$ cat src/rtl/beam_scan_controller.sv
// beam_scan_controller
// Steps the beamformer steering index through every direction, integrates
// |sample| over a dwell window per index, and locks onto the loudest one.
// Optional feature macro: AUTO_RESCAN_EN -- when defined, LOCK holds and a new
// scan is launched automatically after RESCAN_FRAMES frame strobes.
module beam_scan_controller #(
   parameter int NUM_STEPS     = 32,
   parameter int SETTLE_FRAMES = 4,
   parameter int DWELL_FRAMES  = 64,
   parameter int SAMPLE_W      = 8,
   parameter int ACC_W         = 24,
   parameter int RESCAN_FRAMES = 4096
) (
   input  logic                clk,
   input  logic                rst,
   input  logic                start,
   input  logic                lr_clk,
   input  logic [SAMPLE_W-1:0] sample,
   output logic [4:0]          delay_select,
   output logic                busy,
   output logic                done,
   output logic [4:0]          best_select,
   output logic [ACC_W-1:0]    best_energy
);

`ifdef AUTO_RESCAN_EN
   localparam bit AUTO_RESCAN_ON = 1'b1;
`else
   localparam bit AUTO_RESCAN_ON = 1'b0;
`endif

   // The frame counter is shared between SETTLE, DWELL and (with auto rescan)
   // LOCK, so it is sized for the longest of the windows it has to count.
   localparam int LOCK_FRAMES = AUTO_RESCAN_ON ? RESCAN_FRAMES : 1;
   localparam int MAX_SD      = (SETTLE_FRAMES > DWELL_FRAMES) ? SETTLE_FRAMES : DWELL_FRAMES;
   localparam int MAX_FR      = (MAX_SD > LOCK_FRAMES) ? MAX_SD : LOCK_FRAMES;
   localparam int CNT_W       = $clog2(MAX_FR + 1);

   localparam logic [CNT_W-1:0] SETTLE_N  = CNT_W'(SETTLE_FRAMES);
   localparam logic [CNT_W-1:0] DWELL_N   = CNT_W'(DWELL_FRAMES);
   localparam logic [4:0]       LAST_STEP = 5'(NUM_STEPS - 1);

   typedef enum logic [2:0] {
      ST_IDLE    = 3'd0,
      ST_SETTLE  = 3'd1,
      ST_DWELL   = 3'd2,
      ST_COMPARE = 3'd3,
      ST_LOCK    = 3'd4
   } state_t;

   // Unsigned magnitude of a two's complement sample; the most negative value
   // maps onto 2^(SAMPLE_W-1), which still fits in SAMPLE_W unsigned bits.
   function automatic logic [SAMPLE_W-1:0] magnitude(input logic [SAMPLE_W-1:0] s);
      if (s[SAMPLE_W-1]) begin
         magnitude = ~s + {{(SAMPLE_W-1){1'b0}}, 1'b1};
      end else begin
         magnitude = s;
      end
   endfunction

   // Accumulator add that clamps at all-ones instead of wrapping.
   function automatic logic [ACC_W-1:0] sat_add(input logic [ACC_W-1:0] a,
                                                input logic [SAMPLE_W-1:0] m);
      logic [ACC_W:0] sum;
      sum = {1'b0, a} + {{(ACC_W+1-SAMPLE_W){1'b0}}, m};
      if (sum[ACC_W]) begin
         sat_add = {ACC_W{1'b1}};
      end else begin
         sat_add = sum[ACC_W-1:0];
      end
   endfunction

   logic              sync0_r, sync1_r, sync2_r, frame_r;

   state_t            state_r, state_s;
   logic [4:0]        step_r, step_s;
   logic [CNT_W-1:0]  cnt_r, cnt_s, cnt_sum_s, frame_inc_s;
   logic [ACC_W-1:0]  acc_r, acc_s;
   logic [4:0]        delay_r, delay_s;
   logic              busy_r, busy_s;
   logic              done_r, done_s;
   logic [4:0]        best_sel_r, best_sel_s;
   logic [ACC_W-1:0]  best_en_r, best_en_s;
   logic              pending_r, pending_s;
   logic              restart_s;
   logic              take_s;
   logic [4:0]        cmp_sel_s;

   // Bring lr_clk into the clk domain and register a one-cycle rising-edge strobe.
   always_ff @(posedge clk) begin
      if (rst) begin
         sync0_r <= 1'b0;
         sync1_r <= 1'b0;
         sync2_r <= 1'b0;
         frame_r <= 1'b0;
      end else begin
         sync0_r <= lr_clk;
         sync1_r <= sync0_r;
         sync2_r <= sync1_r;
         frame_r <= sync1_r & ~sync2_r;
      end
   end

   // Scan sequencer: next state, counters, accumulator and registered outputs.
   always_comb begin
      state_s     = state_r;
      step_s      = step_r;
      cnt_s       = cnt_r;
      acc_s       = acc_r;
      delay_s     = delay_r;
      done_s      = 1'b0;
      best_sel_s  = best_sel_r;
      best_en_s   = best_en_r;
      pending_s   = 1'b0;
      restart_s   = 1'b0;
      take_s      = 1'b0;
      cmp_sel_s   = best_sel_r;
      frame_inc_s = {{(CNT_W-1){1'b0}}, frame_r};
      cnt_sum_s   = cnt_r + frame_inc_s;

      case (state_r)
         ST_IDLE: begin
            delay_s = best_sel_r;
            if (start || pending_r) begin
               restart_s = 1'b1;
            end else begin
               state_s = ST_IDLE;
            end
         end

         ST_SETTLE: begin
            // A frame seen in the preceding COMPARE cycle is already in cnt_r.
            if (cnt_sum_s >= SETTLE_N) begin
               state_s = ST_DWELL;
               cnt_s   = {CNT_W{1'b0}};
               acc_s   = {ACC_W{1'b0}};
            end else begin
               cnt_s = cnt_sum_s;
            end
         end

         ST_DWELL: begin
            if (frame_r) begin
               acc_s = sat_add(acc_r, magnitude(sample));
               if (cnt_sum_s >= DWELL_N) begin
                  state_s = ST_COMPARE;
                  cnt_s   = {CNT_W{1'b0}};
               end else begin
                  cnt_s = cnt_sum_s;
               end
            end else begin
               acc_s = acc_r;
            end
         end

         ST_COMPARE: begin
            // Strict greater-than so that ties keep the earlier index.
            if ((step_r == 5'd0) || (acc_r > best_en_r)) begin
               take_s     = 1'b1;
               best_sel_s = step_r;
               best_en_s  = acc_r;
               cmp_sel_s  = step_r;
            end else begin
               take_s     = 1'b0;
               cmp_sel_s  = best_sel_r;
            end
            if (step_r == LAST_STEP) begin
               state_s = ST_LOCK;
               done_s  = 1'b1;
               delay_s = cmp_sel_s;
               cnt_s   = {CNT_W{1'b0}};
            end else begin
               state_s = ST_SETTLE;
               step_s  = step_r + 5'd1;
               delay_s = step_r + 5'd1;
               cnt_s   = frame_inc_s;
            end
         end

         ST_LOCK: begin
            delay_s = best_sel_r;
`ifdef AUTO_RESCAN_EN
            if (start) begin
               restart_s = 1'b1;
            end else if (frame_r) begin
               if (cnt_sum_s >= CNT_W'(RESCAN_FRAMES)) begin
                  restart_s = 1'b1;
               end else begin
                  cnt_s = cnt_sum_s;
               end
            end else begin
               state_s = ST_LOCK;
            end
`else
            // A start arriving here is carried into IDLE for the next cycle.
            state_s   = ST_IDLE;
            pending_s = start;
`endif
         end

         default: begin
            state_s = ST_IDLE;
         end
      endcase

      if (restart_s) begin
         state_s   = ST_SETTLE;
         step_s    = 5'd0;
         delay_s   = 5'd0;
         best_en_s = {ACC_W{1'b0}};
         cnt_s     = {CNT_W{1'b0}};
         acc_s     = {ACC_W{1'b0}};
         pending_s = 1'b0;
      end else begin
         pending_s = pending_s;
      end

      busy_s = (state_s == ST_SETTLE) || (state_s == ST_DWELL) || (state_s == ST_COMPARE);
   end

   // Sequencer state and output registers with synchronous reset.
   always_ff @(posedge clk) begin
      if (rst) begin
         state_r    <= ST_IDLE;
         step_r     <= 5'd0;
         cnt_r      <= {CNT_W{1'b0}};
         acc_r      <= {ACC_W{1'b0}};
         delay_r    <= 5'd0;
         busy_r     <= 1'b0;
         done_r     <= 1'b0;
         best_sel_r <= 5'd0;
         best_en_r  <= {ACC_W{1'b0}};
         pending_r  <= 1'b0;
      end else begin
         state_r    <= state_s;
         step_r     <= step_s;
         cnt_r      <= cnt_s;
         acc_r      <= acc_s;
         delay_r    <= delay_s;
         busy_r     <= busy_s;
         done_r     <= done_s;
         best_sel_r <= best_sel_s;
         best_en_r  <= best_en_s;
         pending_r  <= pending_s;
      end
   end

   assign delay_select = delay_r;
   assign busy         = busy_r;
   assign done         = done_r;
   assign best_select  = best_sel_r;
   assign best_energy  = best_en_r;

endmodule
$ cat config.mk
export PLATFORM = sky130hd
export DESIGN_NAME = beam_scan_controller
export DESIGN_NICKNAME = d
export VERILOG_FILES = /design/src/rtl/beam_scan_controller.sv
export SDC_FILE = /design/constraint.sdc
export NUM_CORES = 1
export LEC_CHECK = 0
export BUFFER_PORTS_ARGS = -buffer_cell sky130_fd_sc_hd__buf_2
export CAP_MARGIN = 15
export CELL_PAD_IN_SITES_DETAIL_PLACEMENT = 0
export CELL_PAD_IN_SITES_GLOBAL_PLACEMENT = 1
export CORE_MARGIN = 5
export CORE_UTILIZATION = 40
export DETAILED_ROUTE_END_ITERATION = 6
export PLACE_DENSITY_LB_ADDON = 0.1
export SKIP_LAST_GASP = 1
export SLEW_MARGIN = 20
export SYNTH_ARGS = -nofsm -noshare
export SYNTH_HDL_FRONTEND = slang
export SYNTH_SLANG_ARGS = --single-unit
$ cat constraint.sdc
create_clock -name clk -period 2.75 [get_ports clk]
set_input_delay 0.55 -clock clk [delete_from_list [all_inputs] [get_ports clk]]
set_output_delay 0.55 -clock clk [all_outputs]
set_load 0.01 [all_outputs]
=== Word level (Yosys, flattened, before mapping) ===
Index checks and enable logic that the tools add are counted.

* Bits in latches: 0
* Output and inout port bits: 36
* Input port bits: 12
* Bits in read-only memories: 0
* Flip-flop bits (word level): 80
* Logic and storage cells: 79
* RAM bits: 0
* Memories kept: 0

* Reduce and logical (&&, ||, !) cells: 17
* Muxes and demuxes: 25
* Shift-type cells: 0
* Eq/ne operators: 10
* Add/sub/neg operators: 4
* $lt $le $gt $ge: 3
* Divide/modulo/power cells: 0
* $mul: 0
* Bitwise logic cells: 6

{| class="wikitable"
|+ Operators by type and width
! operator !! number
|-
| 24-bit 2-to-1 mux || 3
|-
| 24-bit one-hot mux with 2 select lines || 1
|-
| 24-bit by 8-bit adder with 25-bit output || 1
|-
| 24-bit greater-than comparator || 1
|-
| 8-bit 2-to-1 mux || 3
|-
| 7-bit 2-to-1 mux || 3
|-
| 7-bit one-hot mux with 3 select lines || 1
|-
| 3-bit 2-to-1 mux || 6
|-
| 3-bit by 2-bit equality test with 1-bit output, second input constant || 4
|-
| 3-bit one-hot mux with 4 select lines || 1
|-
| 5-bit 2-to-1 mux || 2
|-
| 5-bit one-hot mux with 2 select lines || 1
|-
| 8-bit by 1-bit adder with 8-bit output, second input constant || 1
|-
| 8-bit inverter || 1
|-
| 7-bit by 1-bit adder with 7-bit output || 1
|-
| 7-bit by 3-bit greater-or-equal comparator with 1-bit output, second input constant || 1
|-
| 7-bit greater-or-equal comparator, second input constant || 1
|-
| 3-bit by 1-bit equality test with 1-bit output, second input constant || 2
|-
| 2-bit AND reduction || 3
|-
| 2-bit OR reduction || 3
|-
| 5-bit by 1-bit adder with 5-bit output, second input constant || 1
|-
| 5-bit equality test, second input constant || 1
|-
| 5-bit zero test || 1
|-
| 1-bit logical OR || 4
|-
| other kinds (10) || 18
|}

=== Depth between registers and ports, before layout ===
Gate-level depths: netlist of run 1.

* Depth after elaboration: 9
* Mapped depth: 13
* Depth with buffers taken out: 13

=== Worst setup path before layout of run 1 ===
Ideal clock, no wire load.

* Path type: input to register
* Start: input port sample[0]
* End: register acc_r[13]
* Buffers on the path: 1
* Setup slack: -0.171 ns
* Required time: 2.622 ns
* Setup time: 0.128 ns
* Stages on the path: 13
* Arrival: 2.794 ns
* Cell sequence: inv_1 ha_1 nand2_1 o21ai_0 fa_1 a21o_1 a21oi_1 o211ai_2 nand2_1 nor4_1 buf_2 a221oi_1 nor2_1

* Word-level cells in the longest chain between the ends: 9

{| class="wikitable"
|+ Ends and longest elaborated chain
! what !! RTL line !! text
|-
| start, declared || 18 || <nowiki>input logic [SAMPLE_W-1:0] sample,</nowiki>
|-
| 8-bit inverter || 55 || <nowiki>magnitude = ~s + {{(SAMPLE_W-1){1'b0}}, 1'b1};</nowiki>
|-
| 8-bit by 1-bit adder with 8-bit output || 55 ||
|-
| 8-bit 2-to-1 mux * || 54 || <nowiki>if (s[SAMPLE_W-1]) begin</nowiki>
|-
| 8-bit 2-to-1 mux * || 143 || <nowiki>if (frame_r) begin</nowiki>
|-
| 8-bit 2-to-1 mux * || 121 || <nowiki>case (state_r)</nowiki>
|-
| 24-bit by 8-bit adder with 25-bit output * || 65 || <nowiki>sum = {1'b0, a} + {{(ACC_W+1-SAMPLE_W){1'b0}}, m};</nowiki>
|-
| 24-bit 2-to-1 mux * || 66 || <nowiki>if (sum[ACC_W]) begin</nowiki>
|-
| 24-bit 2-to-1 mux * || 143 ||
|-
| 24-bit one-hot mux with 2 select lines * || 121 ||
|-
| end signal, assigned || 227 || <nowiki>acc_r <= {ACC_W{1'b0}};</nowiki>
|-
| end signal, assigned || 238 || <nowiki>acc_r <= acc_s;</nowiki>
|-
| end, declared || 78 || <nowiki>logic [ACC_W-1:0] acc_r, acc_s;</nowiki>
|}

Mark *: on every way between the ends. The rest lies on a longest branch, timed or not. The select of a mux whose other input is x is not followed.
A chain may end at the register's enable or synchronous reset.

=== Worst setup path in the final report of run 1 ===
* Start: input port sample[0]
* End: register acc_r[21]

The elaborated chain is that of the path after synthesis.

==> results of run 1 <==
==> registers in the layout, indices dropped and copies added (netlist names) <==
name          count
acc_r            24
best_energy      24
cnt_r             7
best_select       5
delay_select      5
step_r            5
state_r           3
busy              1
done              1
frame_r           1
pending_r         1
sync0_r           1
sync1_r           1
sync2_r           1
==> repair_timing <==
item | 4_1_cts | 5_1_grt
resized for setup | 1 | 10
setup endpoints to repair | 13 | 25
pin swaps | 1 | 4
buffers inserted | 0 | 2
gates cloned | 0 | 0
==> power by group <==
group          switching (uW)  leakage [uW]  internal [uW]
Sequential               3.23      0.000645           1160
Combinational            86.3       0.00188           63.6
Clock                     453      0.000121            593
Total                     543       0.00265           1820
==> placed cells by master (no fill, tap or decap), drive strengths merged, types with 3 or more instances in the layout <==
cell type / instances
inv: 39
nor4: 4
nand2: 52
xnor2: 13
dfxtp: 80
and3: 13
nor2b: 5
nand2b: 5
mux2i: 29
o211ai: 7
nor3: 14
or4: 3
a221oi: 3
buf: 101
a211oi: 12
a31oi: 6
o21ai: 49
xor2: 7
or2: 3
ha: 38
nand3: 17
clkbuf: 11
a22oi: 7
nor2: 69
nand4: 8
a21oi: 36
a21o: 6
o21a: 10
==> critical path, cell delays in order <==
cell and delay (ns):
buf_2 0.09, inv_1 0.04, ha_1 0.21, buf_4 0.13
nand2_1 0.05, nand2_1 0.08, xnor2_2 0.14, ha_2 0.33
o211ai_1 0.12, a22oi_1 0.23, o21ai_2 0.15, nor3_4 0.24
buf_4 0.17, a21oi_1 0.06, o21ai_0 0.15, o21ai_0 0.10
==> path summary, 6_finish.rpt <==
kind                                                   start                      endpoint  depth (start not counted)
worst max-delay path                               sample[0]        acc_r[21]$_SDFFE_PP0P_                         16
worst min-delay path                      sync2_r$_SDFF_PP0_            frame_r$_SDFF_PP0_                          1
worst max register to register  best_energy[17]$_SDFFE_PP0P_  delay_select[4]$_SDFFE_PP0P_                         10
worst min register to register            sync2_r$_SDFF_PP0_            frame_r$_SDFF_PP0_                          1
==> per-layer routing <==
metal | share of wire, % | up-vias | global-route usage [%]
met1 | 48 | 2097 | 22.41
met4 | 1.8 | 0 | 7.096
met3 | 2.7 | 15 | 2.865
li1 | - | 2257 | -
met2 | 47 | 65 | 29.84
met5 | 0 | - | 0
==> cell usage after synthesis (10+ instances only) <==
cell type  count
dfxtp_1       80
nor2_1        67
nand2_1       52
o21ai_0       47
inv_1         39
ha_1          38
a21oi_1       35
mux2i_1       29
nand3_1       17
nor3_1        14
and3_1        13
xnor2_1       13
a211oi_1      11
clkbuf_1      11
o21a_1        10
==> cells by family after synthesis <==
kind of cell / after synthesis / synth area share, %
AOI/OAI and AO/OA: 153 / 20.73
DFF: 80 / 33.84
xor gates and xnor gates: 20 / 3.702
buffers and inverters: 61 / 5.394
adders and majority gates: 39 / 10.47
and+or+nand+nor: 199 / 19.49
muxes: 30 / 6.372
==> through the flow <==
stage	utilization [%]	setup TNS [ns]	std cells	instance area, sq um	hold WS [ns]
detailed placement	47.52	-8.490	802	5473	0.3716
global placement	47.45	-14.61	802	5464	0.3726
floorplan	-	-0.02307	582	4745	0.3674
CTS	49.67	0	815	5720	0.3795
global route	50.33	-0.06470	817	5796	0.4161
finish	50.33	0	817	5796	0.3793
==> final cells by class <==
class / count / area [sq um] / area share [%]
well taps: 143 / 178.9 / 3.087
multi-input cells: 441 / 2960 / 51.08
clock inverters: 2 / 10.01 / 0.1727
clock buffers: 11 / 232.7 / 4.016
repair buffers: 101 / 665.6 / 11.49
inverters: 39 / 146.4 / 2.526
flip-flops and latches: 80 / 1602 / 27.63
==> reports/metrics.yaml, run 1 <==
outcome:
  status: "complete, no violations"
worst_setup_path:
  path_class: "input pin to flop"
  critPathArrivalTime_ns: 2.85
  cp-start-kind: "input pin"
  crit_required_ns: 2.96
  worstSetupEndpointType: "flop"
  rrSetupSlack_ns: 0.29
  path_max_fanout: 4
timing:
  period_minus_slack_ns: 2.640
  fin_skew_ns: 0.004680
  rsz0062_at_grt: "true"
  fmax_mhz: 378.9
  slew_viol_final: 0
  timing.final.ws_setup_ns: 0.1105
  worst_slew_pin_slew_ns: 0.6279
  period_share_pct: 95.98
  slew_headroom_pct: 57.69
  setup_violations: 0
  hold_viol: 0
hold_path:
  hp-class: "flop to flop"
layout:
  drive_gt1_share_pct: 20.47
  fill_cells: 1113
  fin_nets: 723
  antenna_cells: 0
  syn2layout_area_growth_pct: 22.47
synth:
  yosysSeqAreaShare_pct: 33.84
  syn_inst: 582
  ys_async_sr_fraction_pct: 0
  synth.avg_cell_area_sq_um: 8.131
  ys_ff_latch: 80
  synth_fp_nets: 633
  synth_top_area_share_pct: 33.84
  syn_area_sq_um: 4732
  ys_types: 58
  yosysTopAreaCell: "dfxtp_1"
  synth_edf_count: 0
  synth_ff_type: "dfxtp_1"
  synth_area_leaders: "dfxtp_1 (34%), ha_1 (10%), mux2i_1 (6.1%)"
  yosysWarnings: 0
clocking:
  root_buffer: "clkbuf_16"
  hold_buffers: 0
  htree_levels: 3
  clock-sinks: 80
  clkLatencyLatePin_ns: 0.34
  cts_tree: "done"
  clk_path_buf_depth: 2
  numCtsBuffers: 9
  clk_pin_slew_worst_paths_ns: 0.05
placement:
  pre_cts_ws_ns: -0.4706
  hpwlAfterDp_um: 9061
  gp_congestion: 0.8542
  io_buffers: 47
floorplan:
  core_area_sq_um: 11520
  ioPinCount: 48
  fp-row-count: 39
  die-area_sq_um: 14110
  start_util_pct: 41.09
  die_h_um: 118.8
  fp.dieW_um: 118.8
global_routing:
  antenna_found_initial: 0
  grt_pass1_wl_um: 20560
  grt_max_degree: 33
  grt.overflow.total: 0
  grt.total_usage_pct: 17.65
  grt_pass1_vias: 4311
pwr:
  ir_worst_vdd_mv: 0.2817
  finalPower_uw: 2364
  powerDensity_nw_per_um2: 407.9
  p_leak_uw: 0.002649
routing:
  routed_wl_um: 12160
  drc: 0
  wl_per_cell_um: 14.89
  first_pass_iters: 4
  drt-initial-drc-count: 201
  vias_per_cell: 5.427
  vias: 4434
  ant_nets: 0
job:
  max-cap-violations: 0
Power figures use the tool's default switching activity.
==> inputs of run 2 (changes only) <==
--- a/config.mk
+++ b/config.mk
@@ -7,10 +7,10 @@
 export LEC_CHECK = 0
 export BUFFER_PORTS_ARGS = -buffer_cell sky130_fd_sc_hd__buf_2
 export CAP_MARGIN = 15
-export CELL_PAD_IN_SITES_DETAIL_PLACEMENT = 0
-export CELL_PAD_IN_SITES_GLOBAL_PLACEMENT = 1
+export CELL_PAD_IN_SITES_DETAIL_PLACEMENT = 1
+export CELL_PAD_IN_SITES_GLOBAL_PLACEMENT = 2
 export CORE_MARGIN = 5
-export CORE_UTILIZATION = 40
+export CORE_UTILIZATION = 32
 export DETAILED_ROUTE_END_ITERATION = 6
 export PLACE_DENSITY_LB_ADDON = 0.1
 export SKIP_LAST_GASP = 1
==> run 2 against run 1 <==
  * Via count up 3.2%
  * Final cell count up 5.5%
  * Non-clock buffer count up 3
  * Critical endpoint is now acc_r[7]$_SDFFE_PP0P_
  * Critical path type unchanged
  * Combinational power up 11%
==> reports/metrics.yaml, run 2 (synthesis gave the netlist of run 1 again) <==
layout:
  final_common_cell: "dfxtp_1"  # unchanged
  mostFrequentLayoutCells: "dfxtp_1 (80), nor2_1 (66), buf_4 (55), nand2_1 (50), buf_2 (47)"  # was dfxtp_1 (80), nor2_1 (67), buf_4 (52), nand2_1 (51), buf_2 (47)
  drive_gt1_share_pct: 22.71  # was 20.47%
  final_cells: 862  # was 817
  antenna_cells: 0  # unchanged
  fill_cells: 1766  # was 1,113
  multi_input_area_sq_um: 3028  # was 2960 sq um
  seqCellArea_sq_um: 1602  # unchanged
  fin_nets: 726  # was 723
  syn2layout_area_growth_pct: 25.86  # was 22.47%
clocking:
  clock-sinks: 80  # unchanged
  clkLatencyLatePin_ns: 0.34  # about the same
  clk_pin_slew_worst_paths_ns: 0.06  # was 0.05 ns
  htree_levels: 3  # unchanged
  numCtsBuffers: 9  # unchanged
  hold_buffers: 0  # unchanged
  cts_tree: "done"  # unchanged
  root_buffer: "clkbuf_16"  # unchanged
  clk_path_buf_depth: 2  # unchanged
global_routing:
  grt_pass1_vias: 4807  # was 4,311
  grt_pass1_wl_um: 24400  # was 20,560 um
  grt.overflow.total: 0  # unchanged
  grt.total_usage_pct: 16.90  # was 17.65%
  grt_max_degree: 38  # was 33
  antenna_found_initial: 0  # unchanged
timing:
  period_share_pct: 97.68  # was 95.98%
  rsz0062_at_grt: "true"  # unchanged
  timing.final.ws_setup_ns: 0.06377  # was 0.1105 ns
  setup_violations: 0  # unchanged
  slew_headroom_pct: 52.58  # was 57.69%
  slew_viol_final: 0  # unchanged
  fin_tns_setup_ns: 0  # unchanged
  worst_slew_pin_slew_ns: 0.7039  # was 0.6279 ns
  whs_ns: 0.3866  # was 0.3793 ns
  period_minus_slack_ns: 2.686  # was 2.640 ns
  hold_viol: 0  # unchanged
  fin_skew_ns: 0.01019  # was 0.004680 ns
  fmax_mhz: 372.3  # was 378.9 MHz
placement:
  gp_congestion: 0.7889  # was 0.8542
  pre_cts_ws_ns: -0.6019  # was -0.4706 ns
  place_inst: 847  # was 802
  hpwlAfterDp_um: 11160  # was 9061 um
  io_buffers: 47  # unchanged
pwr:
  powerDensity_nw_per_um2: 410.7  # was 407.9 nW/um^2
  ir_worst_vdd_mv: 0.2535  # was 0.2817 mV
  p_leak_uw: 0.002689  # was 0.002649 uW
routing:
  ant_nets: 0  # unchanged
  vias_per_cell: 5.311  # was 5.427
  routed_wl_um: 14370  # was 12,160 um
  first_pass_iters: 4  # unchanged
  vias: 4578  # was 4,434
  drt-initial-drc-count: 150  # was 201
  drc: 0  # unchanged
  wl_per_cell_um: 16.67  # was 14.89 um
worst_setup_path:
  cpPeakStageDelay_ns: 0.35  # was 0.33 ns
  path_class: "input pin to flop"  # unchanged
  path_max_fanout: 3  # was 4
  crit_slowest_cell: "ha_1"  # was ha_2
  cp-start-kind: "input pin"  # unchanged
  worstSetupEndpointType: "flop"  # unchanged
  path_cells: "buf_2 -> inv_2 -> ha_2 -> nand2_2 -> o21ai_2 -> ha_1 -> a211oi_4 -> nor2_4 -> buf_4 -> o21a_1 -> o41a_1 -> xor2_1 -> o21ai_1 -> nand2_1"  # was buf_2 -> inv_1 -> ha_1 -> buf_4 -> nand2_1 -> nand2_1 -> xnor2_2 -> ha_2 -> o211ai_1 -> a22oi_1 -> o21ai_2 -> nor3_4 -> buf_4 -> a21oi_1 -> o21ai_0 -> o21ai_0
  cp_top_family: "compound AO/OA/AOI/OAI gates"  # unchanged
  crit_buf_inv: 3  # was 4
  critPathArrivalTime_ns: 2.92  # was 2.85 ns
  crit_required_ns: 2.98  # was 2.96 ns
floorplan:
  ioPinCount: 48  # unchanged
  fp-row-count: 44  # was 39
  die_h_um: 131.6  # was 118.8 um
  core_area_sq_um: 14530  # was 11,520 sq um
  fp.dieW_um: 131.6  # was 118.8 um
  start_util_pct: 32.56  # was 41.09%
  die-area_sq_um: 17320  # was 14,110 sq um
job:
  max-cap-violations: 0  # unchanged
outcome:
  status: "complete, no violations"  # unchanged
hold_path:
  hp-class: "flop to flop"  # unchanged
run 2: final timing paths:
path | start | end | slack (ns) | depth (start not counted)
max | sample[1] | acc_r[7]$_SDFFE_PP0P_ | 0.06 | 14
min | sync2_r$_SDFF_PP0_ | frame_r$_SDFF_PP0_ | 0.39 | 1
max reg2reg | best_energy[9]$_SDFFE_PP0P_ | best_energy[14]$_SDFFE_PP0P_ | 0.21 | 10
min reg2reg | sync2_r$_SDFF_PP0_ | frame_r$_SDFF_PP0_ | 0.39 | 1
run 2: worst reg2reg max path, stage by stage (launching register included):
cell	delay, ns
dfxtp_1	0.36
inv_1	0.05
ha_1	0.34
a21oi_1	0.15
o21ai_0	0.13
a22oi_1	0.33
o211ai_1	0.21
o21ai_4	0.31
buf_12	0.24
mux2i_1	0.24
nor2_1	0.06
run 2: report_power, final:
part	switching (uW)	internal [uW]	leakage, uW	total [uW]
sequential	3.52	1160	0.000645	1170
clock	485	627	0.000132	1110
combinational	98.0	68.6	0.00191	167
total	586	1860	0.00269	2450
run 2: final cells by class:
type	instances	area share [%]
Tap cell	184	3.866
Clock inverter	3	0.3151
Timing Repair Buffer	104	11.55
Inverter	39	2.458
Sequential cell	80	26.89
Clock buffer	11	4.076
Multi-Input combinational cell	441	50.84
run 2: per-stage QoR:
step | utilization, % | cell area, sq um | power [uW]
final | 40.98 | 5956 | 2446
after detailed placement | 38.24 | 5558 | 1348
after global routing | 40.98 | 5956 | 2552
after floorplan | - | 4745 | 1281
after CTS | 40.18 | 5839 | 2474
after global placement | 38.24 | 5558 | 1344
run 2: per-layer routing:
layer | up-vias | global-route usage, % | wire length, um
met4 | 0 | 4.857 | 179
met1 | 2251 | 21.78 | 6826
met5 | - | 0 | 0
met2 | 49 | 29.03 | 7017
li1 | 2266 | - | -
met3 | 12 | 2.867 | 349
run 2: repair_timing:
action,4_1_cts,5_1_grt
pin swaps,0,4
setup endpoints to repair,11,54
buffers inserted,0,1
resized for setup,5,25
